### src/rtl/alu_lane_sequencer_if.sv
// Request and beat stream bundle between the control unit, the lane sequencer and the SIMD ALU datapath.
interface alu_lane_sequencer_if #(
  parameter int LIDX_W = 2
);

  logic              in_valid;
  logic              in_ready;
  logic [5:0]        opcode;
  logic [5:0]        funct;
  logic [1:0]        aluop;
  logic              out_valid;
  logic              out_ready;
  logic [3:0]        alucontrol;
  logic [LIDX_W-1:0] lane_idx;
  logic              lane_last;
  logic              is_vec;
  logic              acc_clear;
  logic              acc_en;

  modport master (
    output in_valid, opcode, funct, aluop, out_ready,
    input  in_ready, out_valid, alucontrol, lane_idx, lane_last, is_vec, acc_clear, acc_en
  );

  modport slave (
    input  in_valid, opcode, funct, aluop, out_ready,
    output in_ready, out_valid, alucontrol, lane_idx, lane_last, is_vec, acc_clear, acc_en
  );

endinterface

### src/rtl/alu_lane_sequencer.sv
// Registered ALU-control decoder: scalar ops issue one beat, vector .fp ops issue LANES
// lane-indexed beats over a valid/ready stream, with accumulator strobes for vsum.fp.
module alu_lane_sequencer #(
  parameter int LANES  = 4,
  parameter int LIDX_W = $clog2(LANES)
) (
  input  logic                clk,
  input  logic                rst_n,
  input  logic                flush,
  alu_lane_sequencer_if.slave bus
);

  typedef enum logic [0:0] {S_IDLE = 1'b0, S_ISSUE = 1'b1} state_t;

  localparam logic [LIDX_W-1:0] LAST_LANE = LIDX_W'(LANES - 1);

  // Returns {alucontrol[3:0], vector, vsum}.
  function automatic logic [5:0] f_decode(input logic [5:0] op, input logic [5:0] fn,
                                          input logic [1:0] aop);
    logic [3:0] ctrl;
    logic       vec;
    logic       sum;
    ctrl = 4'b0100;
    vec  = 1'b0;
    sum  = 1'b0;
    case (op)
      6'b000000, 6'b010000, 6'b000100, 6'b001100: begin
        if (aop == 2'b00) begin
          ctrl = 4'b0010;
        end else if (aop == 2'b01) begin
          ctrl = 4'b0110;
        end else begin
          case (fn)
            6'b000000: ctrl = 4'b0010;
            6'b000001: ctrl = 4'b0110;
            6'b000010: ctrl = 4'b1000;
            6'b000011: ctrl = 4'b1001;
            6'b000101: ctrl = 4'b1010;
            6'b000111: ctrl = 4'b1011;
            6'b001000: ctrl = 4'b1100;
            6'b000100: ctrl = 4'b0010;
            6'b000110: ctrl = 4'b0000;
            6'b100100: begin ctrl = 4'b0010; vec = 1'b1; end
            6'b100110: begin ctrl = 4'b0000; vec = 1'b1; end
            6'b110000: begin ctrl = 4'b0011; vec = 1'b1; sum = 1'b1; end
            6'b100101: begin ctrl = 4'b0111; vec = 1'b1; end
            default:   ctrl = 4'b0100;
          endcase
        end
      end
      default: ctrl = 4'b0100;
    endcase
    return {ctrl, vec, sum};
  endfunction

  state_t            r_state, w_state_nxt;
  logic [3:0]        r_alucontrol, w_alucontrol_nxt;
  logic [LIDX_W-1:0] r_lane_idx, w_lane_idx_nxt, w_lane_inc;
  logic              r_lane_last, w_lane_last_nxt;
  logic              r_is_vec, w_is_vec_nxt;
  logic              r_acc_clear, w_acc_clear_nxt;
  logic              r_acc_en, w_acc_en_nxt;
  logic              w_in_ready, w_accept, w_retire, w_load;
  logic [5:0]        w_dec;

  assign w_retire   = (r_state == S_ISSUE) & bus.out_ready;
  // A request offered during flush must not look accepted upstream.
  assign w_in_ready = ~flush & ((r_state == S_IDLE) | (w_retire & r_lane_last));
  assign w_accept   = bus.in_valid & w_in_ready;
  assign w_dec      = f_decode(bus.opcode, bus.funct, bus.aluop);
  assign w_lane_inc = r_lane_idx + LIDX_W'(1);

  // Next-state and next-beat computation.
  always_comb begin
    w_state_nxt      = r_state;
    w_alucontrol_nxt = r_alucontrol;
    w_lane_idx_nxt   = r_lane_idx;
    w_lane_last_nxt  = r_lane_last;
    w_is_vec_nxt     = r_is_vec;
    w_acc_clear_nxt  = r_acc_clear;
    w_acc_en_nxt     = r_acc_en;
    w_load           = 1'b0;
    if (flush) begin
      w_state_nxt     = S_IDLE;
      w_lane_idx_nxt  = '0;
      w_lane_last_nxt = 1'b0;
      w_acc_clear_nxt = 1'b0;
      w_acc_en_nxt    = 1'b0;
    end else begin
      case (r_state)
        S_IDLE: begin
          w_load = w_accept;
        end
        S_ISSUE: begin
          if (w_retire && r_lane_last) begin
            w_load          = w_accept;
            w_state_nxt     = S_IDLE;
            w_lane_last_nxt = 1'b0;
            w_acc_clear_nxt = 1'b0;
            w_acc_en_nxt    = 1'b0;
          end else if (w_retire) begin
            w_lane_idx_nxt  = w_lane_inc;
            w_lane_last_nxt = (w_lane_inc == LAST_LANE);
            w_acc_clear_nxt = 1'b0;
          end else begin
            w_state_nxt = S_ISSUE;
          end
        end
        default: w_state_nxt = S_IDLE;
      endcase
      if (w_load) begin
        w_state_nxt      = S_ISSUE;
        w_alucontrol_nxt = w_dec[5:2];
        w_is_vec_nxt     = w_dec[1];
        w_lane_idx_nxt   = '0;
        w_lane_last_nxt  = ~w_dec[1];
        w_acc_clear_nxt  = w_dec[0];
        w_acc_en_nxt     = w_dec[0];
      end else begin
        w_load = 1'b0;
      end
    end
  end

  // State and beat registers.
  always_ff @(posedge clk or negedge rst_n) begin
    if (!rst_n) begin
      r_state      <= S_IDLE;
      r_alucontrol <= 4'b0100;
      r_lane_idx   <= '0;
      r_lane_last  <= 1'b0;
      r_is_vec     <= 1'b0;
      r_acc_clear  <= 1'b0;
      r_acc_en     <= 1'b0;
    end else begin
      r_state      <= w_state_nxt;
      r_alucontrol <= w_alucontrol_nxt;
      r_lane_idx   <= w_lane_idx_nxt;
      r_lane_last  <= w_lane_last_nxt;
      r_is_vec     <= w_is_vec_nxt;
      r_acc_clear  <= w_acc_clear_nxt;
      r_acc_en     <= w_acc_en_nxt;
    end
  end

  assign bus.in_ready   = w_in_ready;
  assign bus.out_valid  = (r_state == S_ISSUE);
  assign bus.alucontrol = r_alucontrol;
  assign bus.lane_idx   = r_lane_idx;
  assign bus.lane_last  = r_lane_last;
  assign bus.is_vec     = r_is_vec;
  assign bus.acc_clear  = r_acc_clear;
  assign bus.acc_en     = r_acc_en;

endmodule

### src/flat_wrapper.sv
// flat-port wrapper written by rule: the top's interface ports become plain ports
module alu_lane_sequencer_flat 
#(
  parameter int LANES  = 4,
  parameter int LIDX_W = $clog2(LANES)
)
  (clk, rst_n, flush, bus_in_valid, bus_opcode, bus_funct, bus_aluop, bus_out_ready, bus_in_ready, bus_out_valid, bus_alucontrol, bus_lane_idx, bus_lane_last, bus_is_vec, bus_acc_clear, bus_acc_en);
  alu_lane_sequencer_if #(.LIDX_W(LIDX_W)) bus_i ();
  input  logic clk;
  input  logic rst_n;
  input  logic flush;
  input wire logic [$bits(bus_i.in_valid)-1:0] bus_in_valid;
  input wire logic [$bits(bus_i.opcode)-1:0] bus_opcode;
  input wire logic [$bits(bus_i.funct)-1:0] bus_funct;
  input wire logic [$bits(bus_i.aluop)-1:0] bus_aluop;
  input wire logic [$bits(bus_i.out_ready)-1:0] bus_out_ready;
  output wire logic [$bits(bus_i.in_ready)-1:0] bus_in_ready;
  output wire logic [$bits(bus_i.out_valid)-1:0] bus_out_valid;
  output wire logic [$bits(bus_i.alucontrol)-1:0] bus_alucontrol;
  output wire logic [$bits(bus_i.lane_idx)-1:0] bus_lane_idx;
  output wire logic [$bits(bus_i.lane_last)-1:0] bus_lane_last;
  output wire logic [$bits(bus_i.is_vec)-1:0] bus_is_vec;
  output wire logic [$bits(bus_i.acc_clear)-1:0] bus_acc_clear;
  output wire logic [$bits(bus_i.acc_en)-1:0] bus_acc_en;
  assign bus_i.in_valid = bus_in_valid;
  assign bus_i.opcode = bus_opcode;
  assign bus_i.funct = bus_funct;
  assign bus_i.aluop = bus_aluop;
  assign bus_i.out_ready = bus_out_ready;
  assign bus_in_ready = bus_i.in_ready;
  assign bus_out_valid = bus_i.out_valid;
  assign bus_alucontrol = bus_i.alucontrol;
  assign bus_lane_idx = bus_i.lane_idx;
  assign bus_lane_last = bus_i.lane_last;
  assign bus_is_vec = bus_i.is_vec;
  assign bus_acc_clear = bus_i.acc_clear;
  assign bus_acc_en = bus_i.acc_en;
  alu_lane_sequencer #(.LANES(LANES), .LIDX_W(LIDX_W)) u_core (.clk(clk), .rst_n(rst_n), .flush(flush), .bus(bus_i));
endmodule
### config.mk
export PLATFORM = sky130hd
export DESIGN_NAME = alu_lane_sequencer_flat
export DESIGN_NICKNAME = d
export VERILOG_FILES = /design/src/rtl/alu_lane_sequencer_if.sv /design/src/rtl/alu_lane_sequencer.sv /design/src/flat_wrapper.sv
export SDC_FILE = /design/constraint.sdc
export NUM_CORES = 1
export LEC_CHECK = 0
export CAP_MARGIN = 25
export CORE_UTILIZATION = 40
export CTS_BUF_LIST = sky130_fd_sc_hd__clkbuf_4
export DETAILED_ROUTE_END_ITERATION = 6
export PLACE_DENSITY = 0.81
export SYNTH_ARGS = -nofsm -noshare
export SYNTH_HDL_FRONTEND = slang
export SYNTH_SLANG_ARGS = --single-unit
### constraint.sdc
create_clock -name clk -period 2.1 [get_ports clk]
set_input_delay 0.315 -clock clk [delete_from_list [all_inputs] [get_ports clk]]
set_output_delay 0.315 -clock clk [all_outputs]
set_load 0.05 [all_outputs]
==> summary by stage <==
Clocking
The count of hold buffers inserted by post-cts repair is 0. The clock tree from TritonCTS is built. In this run the number of H-tree levels came out at 1. The clock latency on the worst-skew pair is ~260 ps. The number of buffers inserted during clock tree synthesis is 3.

In this run, post-CTS repair resized a total of 0 instances. The number of sinks driven by the clock tree is 11. The buffers inserted during post-CTS setup optimization is 0. The largest buffer count on any clock path is 2. The register clock-pin slew on the reported worst setup and hold paths is roughly 60 ps. The cell sitting at the root of the clock tree is a clkbuf_4.

Yosys
The synthesized-area fraction occupied by ao, oa, aoi and oai cells is between 20 and 30%. Synthesis inferred 11 register bits. For this run, the number of Yosys warnings is 0.

The top flip-flop cell by instance count after synthesis is dfrtp_1. The number of nets in the synthesized netlist is roughly 110. Summing the areas of all fa, ha and maj instances in the mapped netlist gives under 10% of the synthesized area.

The simple logic cell fraction of the synthesized area is roughly a quarter. The number of instances in the synthesized netlist is just under 90. In this run the biggest area consumer among cell types represents 32.1% of the synthesized area. The share of synthesized area occupied by flip-flops and latches is roughly 35%. The fraction of registers with async set or reset after synthesis is between 90% and 100%. The fraction of synthesized cell area in xor and xnor cells is roughly 1.1%.

The largest total area in the synthesized netlist belongs to dfrtp_1. The number of enable flip-flop cells after synthesis is 0. The largest family of logic cells by synthesized area is compound AO/OA/AOI/OAI gates. The average instance in the mapped netlist occupies approximately 8.9 um^2. The multiplexer share of the synthesized area is 4.65%.

The netlist area before placement is between 700 and 800 um^2. Sorting the synthesized cells by area gives the leading types as dfrtp_1, o21ai_0, nand2_1. Yosys mapped the design onto 40 distinct sky130hd cell types.

Timing
The headroom to the max-slew limit is approximately two thirds. The smallest clock period supported by the final layout is computed as 1900 ps. The fmax is 526 MHz. The number of hold-slack violations in the final timing report is 0.

The final-report max-slew violation count was 0. The sum of negative setup slack is 0 ps. After layout, the worst path uses roughly nine tenths of the clock period. The largest clock skew in the final design is about 1.1 ps. The total of endpoints with negative setup slack in the final report is 0.

At the pin with the least slew margin, the transition time is around 500 ps. Setup repair after global routing left no endpoint under its margin.

Floorplan
The die boundary height is approximately 46 um. The die width is 46.2 um. The core box area is between 1500 and 2000 um^2. The floorplan has 15 rows. During I/O placement, the number of pins put on the boundary was 31. The initial utilization of the core area, before any placement, comes to 43.8%. The floorplan step defined a die boundary enclosing approximately 2100 um^2.

Setup path
The signal on the critical path passes through clkdlybuf4s50_1. STA classifies the critical path startpoint as a flop. The type of the worst setup path is reg -> out.

On the critical path, the stage with the largest delay is an instance of clkdlybuf4s50_1. STA puts the critical path data arrival time at ~1600 ps. The delay of the slowest cell on the worst path is slightly below 800 ps. The combined buffer and inverter count along the critical path is 1. The endpoint of the worst-slack reg-to-reg timing path is u_core.bus.lane_last$_DFFE_PN0P_.

The endpoint kind of the worst setup timing path is a primary output. In this run the number of cells on the critical path is 1. The category of cells accounting for the largest share of critical-path delay is buffers and inverters.

The number of cells on the worst reg-to-reg path is 4. The maximum fanout along the worst path is 2. The startpoint of the worst register-to-register path is u_core.bus.out_valid$_DFF_PN0_.

The worst setup slack for register-to-register paths is just under 600 ps. The worst endpoint required time is ~1800 ps.

Detailed routing
The remaining antenna violation count after routing is 0. The highest routed metal layer is met4. The DRC violation count after routing is 0. The final wirelength is roughly 1800 um. The detailed router finished its first iteration with 15 violations. Summed over all nets, wire length on met2 after detailed routing comes to 931 um. Detailed routing inserted a total of 765 vias. The first-pass iteration count of the detailed router is 4.

After detailed routing, the number of vias per cell comes to 5.35. After detailed routing, the met3 layer carries ~69 um of wire. In the final routed layout, each cell accounts on average for ~12 um. The routed metal-1 wirelength is 736 um.

GRT
The pin count of the biggest net entering global routing is 12. The first global-routing pass estimated 2970 um of wire. The global routing usage summed across all routing layers is 20.0%. The number of global-route vias before repair is 718.

The overall overflow remaining after global route is 0. The number of antenna violations at the first check in global routing came to 0.

Outcome
The flow ran to the end, and the final reports show no timing, DRC or antenna violations.

Power and ir drop
For this design the ratio of total power to cell area is approximately 480 nW/um^2. The cell leakage power is ~0.00046 uW. The maximum resistive drop on vdd is 0.214 mV.

The overall power of the completed layout is ~540 uW.

Placed design
In this run the tool buffered the top-level ports with 30 buffer cells. Routability-driven placement finished with a final weighted congestion of 0.827. After legalization and detailed placement, the total HPWL measured ~1400 um.

Final layout
Cells with a size suffix above 1 make up 12.7% of the layout. The final layout contains between 100 and 150 nets. The number of antenna diodes in the final layout is 0. The relative area change from synthesis to final layout is 44.9%. The final core area utilization is 63.4%.

Run
Across the run, the number of max-cap violations was 0.

Hold path
The worst hold path class is in -> async.
[placed cells by master (no fill, tap or decap), types with 4 or more instances in the layout]
master,Yosys,final
nor2_1,9,9
o21ai_0,8,8
clkdlybuf4s50_1,0,29
clkbuf_4,0,4
nand2_1,10,10
inv_1,6,6
nand3_1,5,5
a21oi_1,4,4
dfrtp_1,10,10
[state kept, by name, indices dropped and copies added (netlist names)]
signal / flops
u_core.bus.acc_clear: 1
u_core.bus.acc_en: 1
u_core.bus.lane_last: 1
u_core.bus.is_vec: 1
u_core.bus.out_valid: 1
u_core.bus.alucontrol: 4
u_core.bus.lane_idx: 2
[metal layers]
layer	GRT usage, %	vias up
met5	0	-
met4	11.2	0
met3	1.18	2
met2	36.6	26
met1	22.7	359
li1	-	378
[cell type report]
cell class | count | area [um^2]
clock buffer | 4 | 30.0
fill | 148 | 652
inverter | 7 | 26.3
multi-input combinational | 66 | 457
sequential | 11 | 277
tap | 25 | 31.3
timing repair buffer | 30 | 310
[cell usage after synthesis (2+ instances only)]
cell type   n
dfrtp_1    10
nand2_1    10
nand2b_1    2
o21ai_0     8
a21oi_1     4
nor3_1      2
nand3_1     5
inv_1       6
buf_2       2
nor2_1      9
[power breakdown]
part           internal (uW)  switching [uW]
combinational           72.8            87.4
sequential               218            6.64
clock                   86.4            66.3
[worst max-delay path by stage]
stage / start / to / slack [ps]
final: u_core.bus.alucontrol[2]$_DFFE_PN1P_ / bus_alucontrol[2] / 200
after floorplan: u_core.bus.out_valid$_DFF_PN0_ / bus_in_ready / 250
after global routing: u_core.bus.alucontrol[2]$_DFFE_PN1P_ / bus_alucontrol[2] / 170
after global placement: bus_funct[2] / u_core.bus.lane_last$_DFFE_PN0P_ / 240
after detailed placement: bus_funct[2] / u_core.bus.lane_last$_DFFE_PN0P_ / 210
after CTS: u_core.bus.alucontrol[2]$_DFFE_PN1P_ / bus_alucontrol[2] / 190
[through the flow]
step           instances  setup WS (ps)  hold WS, ps  instance area (um^2)
3_3_place_gp         139            240          471                  1100
3_5_place_dp         139            210          472                  1100
5_1_grt              143            171          435                  1130
6_report             143            199          380                  1130
2_1_floorplan         88            251         19.4                   781
4_1_cts              143            188          385                  1130
[logic make-up after synthesis]
group | Yosys count
mux | 3
simple gates | 35
xor+xnor | 1
buf+inv | 11
fa+ha+maj | 1
flops | 11
compound gates | 26
Note: power is estimated with default switching activity, not from simulation.
